--- src/rtl/seq_divider_if.sv ---
// Operand/result bundle between the Execute stage and the multi-cycle divider.
interface seq_divider_if #(
  parameter int unsigned WIDTH = 32
);
  logic               start;
  logic               signed_op;
  logic [WIDTH-1:0]   dividend;
  logic [WIDTH-1:0]   divisor;
  logic               flush;
  logic               busy;
  logic               done;
  logic               div_by_zero;
  logic [WIDTH-1:0]   quotient;
  logic [WIDTH-1:0]   remainder;
  logic [2*WIDTH-1:0] result;

  modport master (
    output start, signed_op, dividend, divisor, flush,
    input  busy, done, div_by_zero, quotient, remainder, result
  );

  modport slave (
    input  start, signed_op, dividend, divisor, flush,
    output busy, done, div_by_zero, quotient, remainder, result
  );
endinterface

--- src/rtl/seq_divider.sv ---
// Radix-2 restoring UDIV/SDIV unit for the Execute stage; reset is async active-low.
// Works on magnitudes and applies the sign correction in a final FIX cycle.
module seq_divider #(
  parameter int unsigned WIDTH = 32
) (
  input  logic         clk,
  input  logic         reset,
  seq_divider_if.slave bus
);
  localparam int unsigned CW = $clog2(WIDTH + 1);

  typedef enum logic [1:0] {S_IDLE, S_CALC, S_FIX, S_DONE} state_t;

  state_t           r_state;
  logic [WIDTH-1:0] r_q;
  logic [WIDTH-1:0] r_rem;
  logic [WIDTH-1:0] r_b;
  logic [CW-1:0]    r_cnt;
  logic             r_neg_q;
  logic             r_neg_r;
  logic             r_zero;
  logic             r_busy;
  logic             r_done;
  logic             r_dbz;
  logic [WIDTH-1:0] r_quot;
  logic [WIDTH-1:0] r_remd;

  logic             w_a_neg;
  logic             w_b_neg;
  logic [WIDTH-1:0] w_a_mag;
  logic [WIDTH-1:0] w_b_mag;
  logic [WIDTH:0]   w_rem_sh;
  logic [WIDTH:0]   w_trial;
  logic             w_qbit;
  logic [WIDTH-1:0] w_rem_nx;

  // Operand magnitudes; -2^(WIDTH-1) maps to 2^(WIDTH-1), which still fits unsigned.
  always_comb begin
    w_a_neg = bus.signed_op & bus.dividend[WIDTH-1];
    w_b_neg = bus.signed_op & bus.divisor[WIDTH-1];
    w_a_mag = w_a_neg ? (-bus.dividend) : bus.dividend;
    w_b_mag = w_b_neg ? (-bus.divisor) : bus.divisor;
  end

  // One restoring step: shift next dividend bit in, keep the trial result if non-negative.
  always_comb begin
    w_rem_sh = {r_rem, r_q[WIDTH-1]};
    w_trial  = w_rem_sh - {1'b0, r_b};
    w_qbit   = ~w_trial[WIDTH];
    w_rem_nx = w_qbit ? w_trial[WIDTH-1:0] : w_rem_sh[WIDTH-1:0];
  end

  always_ff @(posedge clk or negedge reset) begin
    if (!reset) begin
      r_state <= S_IDLE;
      r_q     <= '0;
      r_rem   <= '0;
      r_b     <= '0;
      r_cnt   <= '0;
      r_neg_q <= 1'b0;
      r_neg_r <= 1'b0;
      r_zero  <= 1'b0;
      r_busy  <= 1'b0;
      r_done  <= 1'b0;
      r_dbz   <= 1'b0;
      r_quot  <= '0;
      r_remd  <= '0;
    end else begin
      r_done <= 1'b0;
      case (r_state)
        S_IDLE, S_DONE: begin
          if (bus.start && !bus.flush) begin
            r_neg_q <= w_a_neg ^ w_b_neg;
            r_neg_r <= w_a_neg;
            r_b     <= w_b_mag;
            if (bus.divisor == '0) begin
              // Zero divide skips CALC; FIX turns |dividend| back into the dividend.
              r_zero  <= 1'b1;
              r_q     <= '0;
              r_rem   <= w_a_mag;
              r_cnt   <= '0;
              r_busy  <= 1'b0;
              r_state <= S_FIX;
            end else begin
              r_zero  <= 1'b0;
              r_q     <= w_a_mag;
              r_rem   <= '0;
              r_cnt   <= CW'(WIDTH);
              r_busy  <= 1'b1;
              r_state <= S_CALC;
            end
          end else begin
            r_busy  <= 1'b0;
            r_state <= S_IDLE;
          end
        end
        S_CALC: begin
          if (bus.flush) begin
            r_busy  <= 1'b0;
            r_state <= S_IDLE;
          end else begin
            r_rem <= w_rem_nx;
            r_q   <= {r_q[WIDTH-2:0], w_qbit};
            r_cnt <= r_cnt - CW'(1);
            if (r_cnt == CW'(1)) begin
              r_state <= S_FIX;
            end
          end
        end
        S_FIX: begin
          r_busy <= 1'b0;
          if (bus.flush) begin
            r_state <= S_IDLE;
          end else begin
            r_quot  <= r_neg_q ? (-r_q) : r_q;
            r_remd  <= r_neg_r ? (-r_rem) : r_rem;
            r_dbz   <= r_zero;
            r_done  <= 1'b1;
            r_state <= S_DONE;
          end
        end
        default: begin
          r_busy  <= 1'b0;
          r_state <= S_IDLE;
        end
      endcase
    end
  end

  assign bus.busy        = r_busy;
  assign bus.done        = r_done;
  assign bus.div_by_zero = r_dbz;
  assign bus.quotient    = r_quot;
  assign bus.remainder   = r_remd;
  assign bus.result      = {r_remd, r_quot};
endmodule

--- src/flat_wrapper.sv ---
// flat-port wrapper written by rule: the top's interface ports become plain ports
module seq_divider_flat 
#(
  parameter int unsigned WIDTH = 32
)
  (clk, reset, bus_start, bus_signed_op, bus_dividend, bus_divisor, bus_flush, bus_busy, bus_done, bus_div_by_zero, bus_quotient, bus_remainder, bus_result);
  seq_divider_if #(.WIDTH(WIDTH)) bus_i ();
  input  logic clk;
  input  logic reset;
  input wire logic [$bits(bus_i.start)-1:0] bus_start;
  input wire logic [$bits(bus_i.signed_op)-1:0] bus_signed_op;
  input wire logic [$bits(bus_i.dividend)-1:0] bus_dividend;
  input wire logic [$bits(bus_i.divisor)-1:0] bus_divisor;
  input wire logic [$bits(bus_i.flush)-1:0] bus_flush;
  output wire logic [$bits(bus_i.busy)-1:0] bus_busy;
  output wire logic [$bits(bus_i.done)-1:0] bus_done;
  output wire logic [$bits(bus_i.div_by_zero)-1:0] bus_div_by_zero;
  output wire logic [$bits(bus_i.quotient)-1:0] bus_quotient;
  output wire logic [$bits(bus_i.remainder)-1:0] bus_remainder;
  output wire logic [$bits(bus_i.result)-1:0] bus_result;
  assign bus_i.start = bus_start;
  assign bus_i.signed_op = bus_signed_op;
  assign bus_i.dividend = bus_dividend;
  assign bus_i.divisor = bus_divisor;
  assign bus_i.flush = bus_flush;
  assign bus_busy = bus_i.busy;
  assign bus_done = bus_i.done;
  assign bus_div_by_zero = bus_i.div_by_zero;
  assign bus_quotient = bus_i.quotient;
  assign bus_remainder = bus_i.remainder;
  assign bus_result = bus_i.result;
  seq_divider #(.WIDTH(WIDTH)) u_core (.clk(clk), .reset(reset), .bus(bus_i));
endmodule
--- config.mk ---
export PLATFORM = sky130hd
export DESIGN_NAME = seq_divider_flat
export DESIGN_NICKNAME = d
export VERILOG_FILES = /design/src/rtl/seq_divider_if.sv /design/src/rtl/seq_divider.sv /design/src/flat_wrapper.sv
export SDC_FILE = /design/constraint.sdc
export NUM_CORES = 1
export LEC_CHECK = 0
export BUFFER_PORTS_ARGS = -buffer_cell sky130_fd_sc_hd__buf_2
export CORE_ASPECT_RATIO = 0.7
export CORE_UTILIZATION = 50
export DETAILED_ROUTE_END_ITERATION = 10
export MAX_ROUTING_LAYER = met4
export PLACE_DENSITY = 0.72
export SYNTH_ARGS = -nofsm -noshare
export SYNTH_HDL_FRONTEND = slang
export SYNTH_SLANG_ARGS = --single-unit
export TNS_END_PERCENT = 1
--- constraint.sdc ---
create_clock -name clk -period 3.9 [get_ports clk]
set_clock_uncertainty 0.1 [all_clocks]
set_input_delay 0.78 -clock clk [delete_from_list [all_inputs] [get_ports clk]]
set_output_delay 0.78 -clock clk [all_outputs]
set_load 0.01 [all_outputs]
Yosys cells after proc, flatten, opt, wreduce, memory -nomap -nowiden

Index checks and enable logic that the tools add are counted.

Bits in registers: 174
Output and inout port bits: 131
Input bits: 69
Word-level logic and storage cells: 71

Eq/ne operators: 8
$add $sub $neg: 6
Bitwise operators: 5
Mux-type cells: 30
Reduce and logical (&&, ||, !) cells: 9

Operator list:

| kind                                                                    | count |
|---|---|
| 32-bit 2-to-1 mux                                                       | 11 |
| 32-bit negator                                                          | 4 |
| 32-bit one-hot mux with 2 select lines                                  | 2 |
| 33-bit by 32-bit subtractor with 33-bit output                          | 1 |
| 32-bit zero test                                                        | 1 |
| 6-bit 2-to-1 mux                                                        | 3 |
| 6-bit one-hot mux with 2 select lines                                   | 1 |
| 2-bit 2-to-1 mux                                                        | 5 |
| 6-bit by 1-bit equality test with 1-bit output, second input constant   | 1 |
| 1-bit 2-to-1 mux                                                        | 6 |
| 2-bit one-hot mux with 3 select lines                                   | 1 |
| 6-bit by 1-bit subtractor with 6-bit output, second input constant      | 1 |
| 2-bit equality test, second input constant                              | 2 |
| 2-bit inequality test, second input constant                            | 2 |
| 2-bit AND reduction                                                     | 2 |
| 3-bit by 2-bit inequality test with 1-bit output, second input constant | 1 |
| 1-bit one-hot mux with 3 select lines                                   | 1 |
| 3-bit AND reduction                                                     | 1 |
| 1-bit AND                                                               | 2 |
| 2-bit by 1-bit equality test with 1-bit output, second input constant   | 1 |
| 2-bit zero test                                                         | 1 |
| 2-bit by 1-bit inequality test with 1-bit output, second input constant | 1 |
| 1-bit inverter                                                          | 2 |
| 2-bit nonzero test                                                      | 1 |
| 4 further kinds                                                         | 4 |

Depth between registers and ports, before layout

Gate-level depths: netlist (run 1).

Word-level depth: 5
Depth in mapped cells: 14
Mapped depth without buffers: 12

Least setup slack after synthesis (run 1)

OpenSTA, ideal clock, no wires.

Path kind: in2reg
Start point: in bus_divisor[14]
End point: reg u_core.r_q[29]
Arrival: 3.023 ns
Stages: 8
Slack: 0.651 ns
Library setup time: 0.126 ns
Cell sequence: or4_1 or4_1 or3_1 nor3_4 a21oi_2 buf_2 a221oi_1 nor2_1

Word-level cells in the longest chain between the ends: 4

Ends and longest elaborated chain:

| what                                   | RTL line           | source |
|---|---|---|
| from (decl)                            | flat_wrapper.sv:13 | `input wire logic [$bits(bus_i.divisor)-1:0] bus_divisor;` |
| 32-bit zero test                       | seq_divider.sv:76  | `if (bus.divisor == '0) begin` |
| 32-bit 2-to-1 mux                      | seq_divider.sv:76  |  |
| 32-bit 2-to-1 mux                      | seq_divider.sv:72  | `if (bus.start && !bus.flush) begin` |
| 32-bit one-hot mux with 2 select lines | seq_divider.sv:70  | `case (r_state)` |
| to (signal assigned)                   | seq_divider.sv:86  | `r_q <= w_a_mag;` |
| to (signal assigned)                   | seq_divider.sv:103 | `r_q <= {r_q[WIDTH-2:0], w_qbit};` |
| to (decl)                              | seq_divider.sv:15  | `logic [WIDTH-1:0] r_q;` |

Every way passes these cells. The select of a mux whose other input is x is not followed.
A chain may end at the register's enable or synchronous reset.

Worst setup path in the final report (run 1)

Start point: reg u_core.r_rem[24]
End point: reg u_core.r_rem[7]

Word-level cells in the longest chain between the ends: 4

Ends and longest elaborated chain:

| what                                           | RTL line           | source |
|---|---|---|
| from (decl)                                    | seq_divider.sv:16  | `logic [WIDTH-1:0] r_rem;` |
| from (signal assigned)                         | seq_divider.sv:80  | `r_rem <= w_a_mag;` |
| from (signal assigned)                         | seq_divider.sv:102 | `r_rem <= w_rem_nx;` |
| 33-bit by 32-bit subtractor with 33-bit output | seq_divider.sv:48  | `w_trial = w_rem_sh - {1'b0, r_b};` |
| 32-bit 2-to-1 mux                              | seq_divider.sv:50  | `w_rem_nx = w_qbit ? w_trial[WIDTH-1:0] : w_rem_sh[WIDTH-1:0];` |
| 32-bit 2-to-1 mux                              | seq_divider.sv:98  | `if (bus.flush) begin` |
| 32-bit one-hot mux with 2 select lines         | seq_divider.sv:70  |  |

Every way passes these cells. The select of a mux whose other input is x is not followed.

==> impl_results.md, run 1 <==
* Initial Utilization at 51.13%
* Synth top cells by count: nand2_1, dfrtp_1, o21ai_0
* Crit path max fanout at 14
* First-pass GRT wire length at ~57000 um
* Leakage power total at 0.006383 uW
* Max-Cap Viols at 0
* Setup Total Neg Slack at 0 ns
* Initial antenna violation count at 3
* GRT Residual Overflow at 0
* Largest net degree at the start of global routing at between 80 and 90
* Synthesis-stage register bit count at approximately 170
* Post-synthesis sequential area ratio at 35.93%
* Final wirelength at ~37000 um
* Placed cell areas at 13290 um^2
* Yosys warns at 0
* Tcrit/Tclk final at approximately 93%
* CTS tree: done
* Post-CTS setup buffers at 0
* Netlist cell types at 67
* Number of synthesized flops with an enable pin at 0
* CP Data Arrival Time at 3.85 ns
* Largest cells by area after synthesis: dfrtp_1, o21ai_0, xor2_1
* I/O pin cnt at 200
* Core area at 23700 um^2
* Peak Freq at around 0.28 GHz
* Hold Crit Class: input pin to async pin
* Post-synthesis average cell area at between 8 and 9 um^2
* Fillcell total at approximately 2200
* Nets at 1721
* Type of origin of the critical path: register
* Ys async rst share at between 90% and 100%
* Syn Nets at 1575
* Mapped Area at approximately 12000 um^2
* VDD IR max at 0.0004734 V
* Mapped Cells at 1465
* Most frequent cell after synthesis: nand2_1
* Fin util at 58.63%
* Setup-failing EPs final at 0
* Cell row count at 47
* Share of the synthesized area in the top cell type at between 30% and 40%
* Layout area overhead at 14.67%
* RSZ-0062 raised after global routing: false
* DRT antenna net count at 0
* Final Instance Count excl. Fillers at slightly below 2000
* GRT Resource Usage Total at around 30%
* CP Data Required Time at ~4.1 ns
* Die extent in y at ~130 um
* Synth Flop Type: dfrtp_1
* Root buffer cell: clkbuf_16
* Final instance area at between 10000 and 15000 um^2
* Worst Tran Pin Value at approximately 1.1 ns
* H-tree levels at 4
* Number of global-route vias before repair at ~10000
* Routability congestion estimate at approximately 0.97
* HPWL Detailed at ~28000 um
* CP endpoint kind: register
* CTS Hold Bufs at 0
* I/O Buffers at about 200
* Post-route minimum period at around 3.6 ns
* Avg Vias per Cell at 5.866
* Starting DRC count in detailed routing at 1118
* # clock sinks at 174
* DP Cell Count at around 1900
* Kind of critical path: register to register
* Post-CTS Resized at 0
* Synth area leader: dfrtp_1
* Slew Limit Fails at 0
* Hold Slack at about 0.26 ns
* Drt pass-1 iters at 7
* Clk buf depth at 2
* Power Density at ~940 nW/um^2
* Vias at between 10000 and 15000
* Status: finished, final reports clean
* Die area at between 20000 and 25000 um^2
* Clk slew on worst S/H paths at 0.07 ns
* DR WL/cell at between 15 and 20 um
* Final hold vios at 0
* Worst slew margin at 29.01%
* Worst-Skew Late Latency at 0.45 ns
* Layout cell share with drive strength beyond 1 at 19.49%
* TritonCTS Buffers at 17
* Residual DRC count at 0
* Die Width at between 150 and 200 um
## layout make-up
class                           count  area, um^2  area share, %
Multi-Input combinational cell   1101        6834          49.18
Antenna cell                        2       5.005        0.03602
Sequential cell                   174        4354          31.33
Timing Repair Buffer              259        1490          10.72
Tap cell                          318       397.9          2.863
Inverter                           58       217.7          1.567
Clock inverter                     11       157.7          1.135
Clock buffer                       18       439.2          3.160
## registers in the layout, indices dropped and copies added (netlist names), 2 cells and up
register              count
u_core.bus.quotient      32
u_core.bus.remainder     32
u_core.r_b               32
u_core.r_q               32
u_core.r_rem             32
u_core.r_cnt              6
u_core.r_state            2
## routing by layer
layer	track usage [%]	wire length, um	up-vias
met5	-	0	-
met4	8.220	724	0
met3	7.293	3644	59
met2	42.80	15510	539
met1	43.17	16700	5411
li1	-	-	5376
## per-stage QoR
step,total power (uW),worst slack (ns)
3_5_place_dp,11130,0.1202
4_1_cts,13000,0.3713
6_report,13120,0.2775
3_3_place_gp,10970,0.1717
2_1_floorplan,8806,0.6508
5_1_grt,14080,0.1059
## worst paths after layout
check / start / to / slack, ns / cells after the start
setup / recovery: u_core.r_rem[24]$_DFFE_PN0P_ / u_core.r_rem[7]$_DFFE_PN0P_ / 0.28 / 11
hold / removal: reset / u_core.bus.div_by_zero$_DFFE_PN0P_ / 0.26 / 1
setup reg to reg: u_core.r_rem[24]$_DFFE_PN0P_ / u_core.r_rem[7]$_DFFE_PN0P_ / 0.28 / 11
hold reg to reg: u_core.bus.div_by_zero$_DFFE_PN0P_ / u_core.bus.div_by_zero$_DFFE_PN0P_ / 0.37 / 2
max in group asynchronous: reset / u_core.r_state[1]$_DFFE_PN0P_ / 2.47 / 2
min in group clk: u_core.bus.div_by_zero$_DFFE_PN0P_ / u_core.bus.div_by_zero$_DFFE_PN0P_ / 0.37 / 2
## cells in the final DEF (no fill, tap or decap), types with 4 or more instances in the layout
master,netlist,routed
clkbuf_16,0,17
ha_1,40,39
nand3b_1,6,6
o21a_1,9,9
a211oi_1,4,4
o31ai_1,21,21
o21bai_1,5,5
nand3_1,14,14
a21oi_1,88,87
a221oi_1,26,26
nand2b_1,21,20
inv_6,0,4
or3_1,11,11
or4_1,12,12
a21boi_0,4,4
mux2i_1,20,20
a22oi_1,7,7
xor2_1,89,89
nor4_1,10,10
o221ai_1,7,7
nand2_1,197,197
nor2_1,123,123
buf_4,64,57
dfrtp_1,174,174
inv_1,58,58
xnor2_1,57,56
buf_2,5,198
o21ai_1,11,11
nor3_1,34,34
o211ai_1,8,8
and3_1,6,6
o41ai_1,19,19
a31oi_1,12,12
o21ai_0,167,167
nand4_1,4,4
nor2b_1,4,4
mux2_2,9,9
and2_1,12,12
## critical path, cell delays in order (launching register included)
cell	delay [ns]
dfrtp_1	0.39
ha_1	0.39
nand2_1	0.14
or3_1	0.44
nor3_1	0.26
and2_1	0.17
a211oi_1	0.10
xnor2_2	0.57
buf_12	0.23
mux2_2	0.34
a221oi_1	0.30
nor2_1	0.07
## kinds of logic (layout without fill, tap and decap cells)
group | Yosys count | after routing | synth area share, %
DFF | 174 | 174 | 35.93
muxes | 29 | 29 | 2.488
and+or+nand+nor | 472 | 472 | 17.87
xor gates and xnor gates | 146 | 146 | 10.55
adders and majority gates | 41 | 41 | 4.295
buffers and inverters | 190 | 346 | 7.919
AOI/OAI and AO/OA | 413 | 413 | 20.94
other | 0 | 2 | 0
## power by group
part / total, uW / internal [uW] / switching [uW]
clock: 1820 / 1030 / 796
sequential: 3440 / 2600 / 842
combinational: 7860 / 3290 / 4570
total: 13100 / 6910 / 6210
(Power assumes the default switching activity.)
==> run 2, diff against run 1 <==
==> constraint.sdc (replaced) <==
create_clock -name clk -period 3.9 [get_ports clk]
set_clock_uncertainty 0.1 [all_clocks]
set_input_delay 0.39 -clock clk [delete_from_list [all_inputs] [get_ports clk]]
set_output_delay 0.39 -clock clk [all_outputs]
set_load 0.01 [all_outputs]
==> impl_results.md, run 2 (synthesis gave the netlist of run 1 again) <==
* N_diodes at 0 (was 2)
* RSZ-0062 raised after global routing: false (unchanged)
* Type of origin of the critical path: register (unchanged)
* Int Pwr at 6648 uW (was 6914 uW)
* VDD IR max at 0.0004874 V (was 0.0004734 V)
* CP Data Arrival Time at 3.82 ns (was 3.85 ns)
* Clk slew on worst S/H paths at 0.07 ns (about the same)
* Peak Freq at 0.2789 GHz (was 0.2761 GHz)
* Worst Tran Pin Value at 1.042 ns (was 1.065 ns)
* Setup crit start: u_core.r_rem[15]$_DFFE_PN0P_ (was u_core.r_rem[24]$_DFFE_PN0P_)
* Vias at 11200 (was 11390)
* Clk buf depth at 2 (unchanged)
* Core area at 23700 um^2 (unchanged)
* CTS tree: done (unchanged)
* Clock power frac at 13.6% (was 13.9%)
* Cell depth of the worst flop-to-flop path at 11 (unchanged)
* HPWL Detailed at 28150 um (was 28030 um)
* Max-Cap Viols at 0 (unchanged)
* Drt pass-1 iters at 6 (was 7)
* CP Data Required Time at 4.13 ns (about the same)
* R2r startpoint: u_core.r_rem[15]$_DFFE_PN0P_ (was u_core.r_rem[24]$_DFFE_PN0P_)
* GRT Residual Overflow at 0 (unchanged)
* Worst-Skew Late Latency at 0.44 ns (was 0.45 ns)
* Nets at 1699 (was 1721)
* Fin util at 57.84% (was 58.63%)
* Starting DRC count in detailed routing at 1020 (was 1118)
* Die area at 24870 um^2 (unchanged)
* Worst Setup EP: u_core.r_rem[27]$_DFFE_PN0P_ (was u_core.r_rem[7]$_DFFE_PN0P_)
* GRT Resource Usage Total at 31.01% (was 30.37%)
* Power Density at 934.7 nW/um^2 (was 944.5 nW/um^2)
* Setup Total Neg Slack at 0 ns (unchanged)
* Number of global-route vias before repair at 10220 (was 10140)
* Gate power share at 59.2% (was 59.9%)
* Status: finished, final reports clean (unchanged)
* Initial antenna violation count at 0 (was 3)
* Worst slew margin at 30.53% (was 29.01%)
* FF/Latch Area at 4354 um^2 (unchanged)
* Avg Vias per Cell at 5.833 (was 5.866)
* Slew Limit Fails at 0 (unchanged)
* Initial Utilization at 51.13% (unchanged)
* Sequential share of power at 27.2% (was 26.2%)
* Hold Crit Class: input pin to register (was input pin to async pin)
* Fillcell total at 2186 (was 2221)
* FF-to-FF End: u_core.r_rem[27]$_DFFE_PN0P_ (was u_core.r_rem[7]$_DFFE_PN0P_)
* Post-route minimum period at 3.585 ns (was 3.622 ns)
* Die extent in y at 132.3 um (unchanged)
* TritonCTS Buffers at 17 (unchanged)
* Layout area overhead at 13.11% (was 14.67%)
* Crit path max fanout at 9 (was 14)
* Largest net degree at the start of global routing at 84 (unchanged)
* Switch share at 48.11% (was 47.32%)
* Routability congestion estimate at 0.9950 (was 0.9661)
* CP endpoint kind: register (unchanged)
* Setup-failing EPs final at 0 (unchanged)
* R2R setup slack at 0.31 ns (was 0.28 ns)
* I/O pin cnt at 200 (unchanged)
* Area of the multi-input gates at 6839 um^2 (was 6834 um^2)
* Post-CTS setup buffers at 0 (unchanged)
* Kind of critical path: register to register (unchanged)
* Final wirelength at 36600 um (was 36580 um)
* I/O Buffers at 199 (unchanged)
* First-pass GRT wire length at 58100 um (was 56870 um)
* Die Width at 188.1 um (unchanged)
* Leakage power total at 0.006264 uW (was 0.006383 uW)
* Final hold vios at 0 (unchanged)
* Layout cell share with drive strength beyond 1 at 18.48% (was 19.49%)
* Hold Slack at 0.1363 ns (was 0.2606 ns)
* Worst hold path startpoint: bus_divisor[31]
* H-tree levels at 4 (unchanged)
* DR WL/cell at 19.06 um (was 18.85 um)
* Cell row count at 47 (unchanged)
* Leading cell type in the layout, fill and taps excluded: buf_2 (unchanged)
* DRT antenna net count at 0 (unchanged)
* Tcrit/Tclk final at 91.93% (was 92.88%)
* Switching Power at 6164 uW (was 6210 uW)
* Root buffer cell: clkbuf_16 (unchanged)
* Residual DRC count at 0 (unchanged)
* # clock sinks at 174 (unchanged)
* Most frequent cells in the layout: buf_2, nand2_1, dfrtp_1 (unchanged)
run 2: cell types whose count changed in the layout (fill, tap and decap cells not counted), sizes merged:
| cell | delta |
|---|---|
| diode | -2 |
| clkinvlp | +2 |
| clkinv | +4 |
| buf | -23 |
| inv | -3 |
| bufinv | -1 |
| clkbuf | +1 |
| dlygate4sd3 | +1 |
run 2: repair_timing:
item                       4_1_cts  5_1_grt
hold endpoints to repair        69        0
setup endpoints to repair        0        1
resized for setup                0        1
hold buffers                     1        0
run 2: worst min-delay path by stage:
stage / endpoint / slack (ns) / depth (start not counted)
after CTS: u_core.r_b[31]$_DFFE_PN0P_ / 0.12 / 3
after detailed placement: u_core.bus.div_by_zero$_DFFE_PN0P_ / 0.35 / 1
after floorplan: u_core.bus.busy$_DFFE_PN0P_ / -0.006 / 0
after global placement: u_core.bus.div_by_zero$_DFFE_PN0P_ / 0.35 / 1
after global routing: u_core.r_b[31]$_DFFE_PN0P_ / 0.13 / 3
final: u_core.r_b[31]$_DFFE_PN0P_ / 0.14 / 3
run 2: worst max-delay path, stage by stage (launching register included):
cell	delay [ns]
dfrtp_1	0.47
ha_1	0.51
nand4_1	0.29
or2_2	0.37
nor3_1	0.24
and2_1	0.16
a211oi_1	0.10
xnor2_2	0.17
buf_4	0.22
nand2_1	0.13
or4_1	0.57
o211a_1	0.15
run 2: final cells by class:
type / count / area share [%]
Multi-Input combinational cell: 1101 / 49.90
Sequential cell: 174 / 31.77
Timing Repair Buffer: 237 / 9.594
Clock buffer: 19 / 3.231
Tap cell: 318 / 2.903
Inverter: 58 / 1.588
Clock inverter: 13 / 1.022
run 2: power by group through the flow:
stage                     clock network [uW]  registers, uW  logic, uW
after floorplan                            0           3410       5390
after global placement                     0           3450       7360
after detailed placement                   0           3500       7450
after CTS                               1760           3470       7490
after global routing                    1830           3600       8360
final                                   1740           3490       7580
run 2: through the flow:
stage               worst slack (ns)  instance area (um^2)  total power [uW]  instances
floorplan                     0.7035                 12120              8806       1465
CTS                           0.3666                 13700             12720       1920
global route                 0.09207                 13710             13790       1920
finish                        0.3147                 13710             12810       1920
global placement              0.3878                 13110             10800       1887
detailed placement            0.3908                 13110             10950       1887
run 2: routing by layer:
| metal | vias to the layer above | track usage (%) | wire (um) |
|---|---|---|---|
| met3 | 43 | 6.734 | 3303 |
| met5 | - | - | 0 |
| met2 | 480 | 43.30 | 15590 |
| met4 | 0 | 6.640 | 514 |
| met1 | 5341 | 45.59 | 17200 |
| li1 | 5335 | - | - |
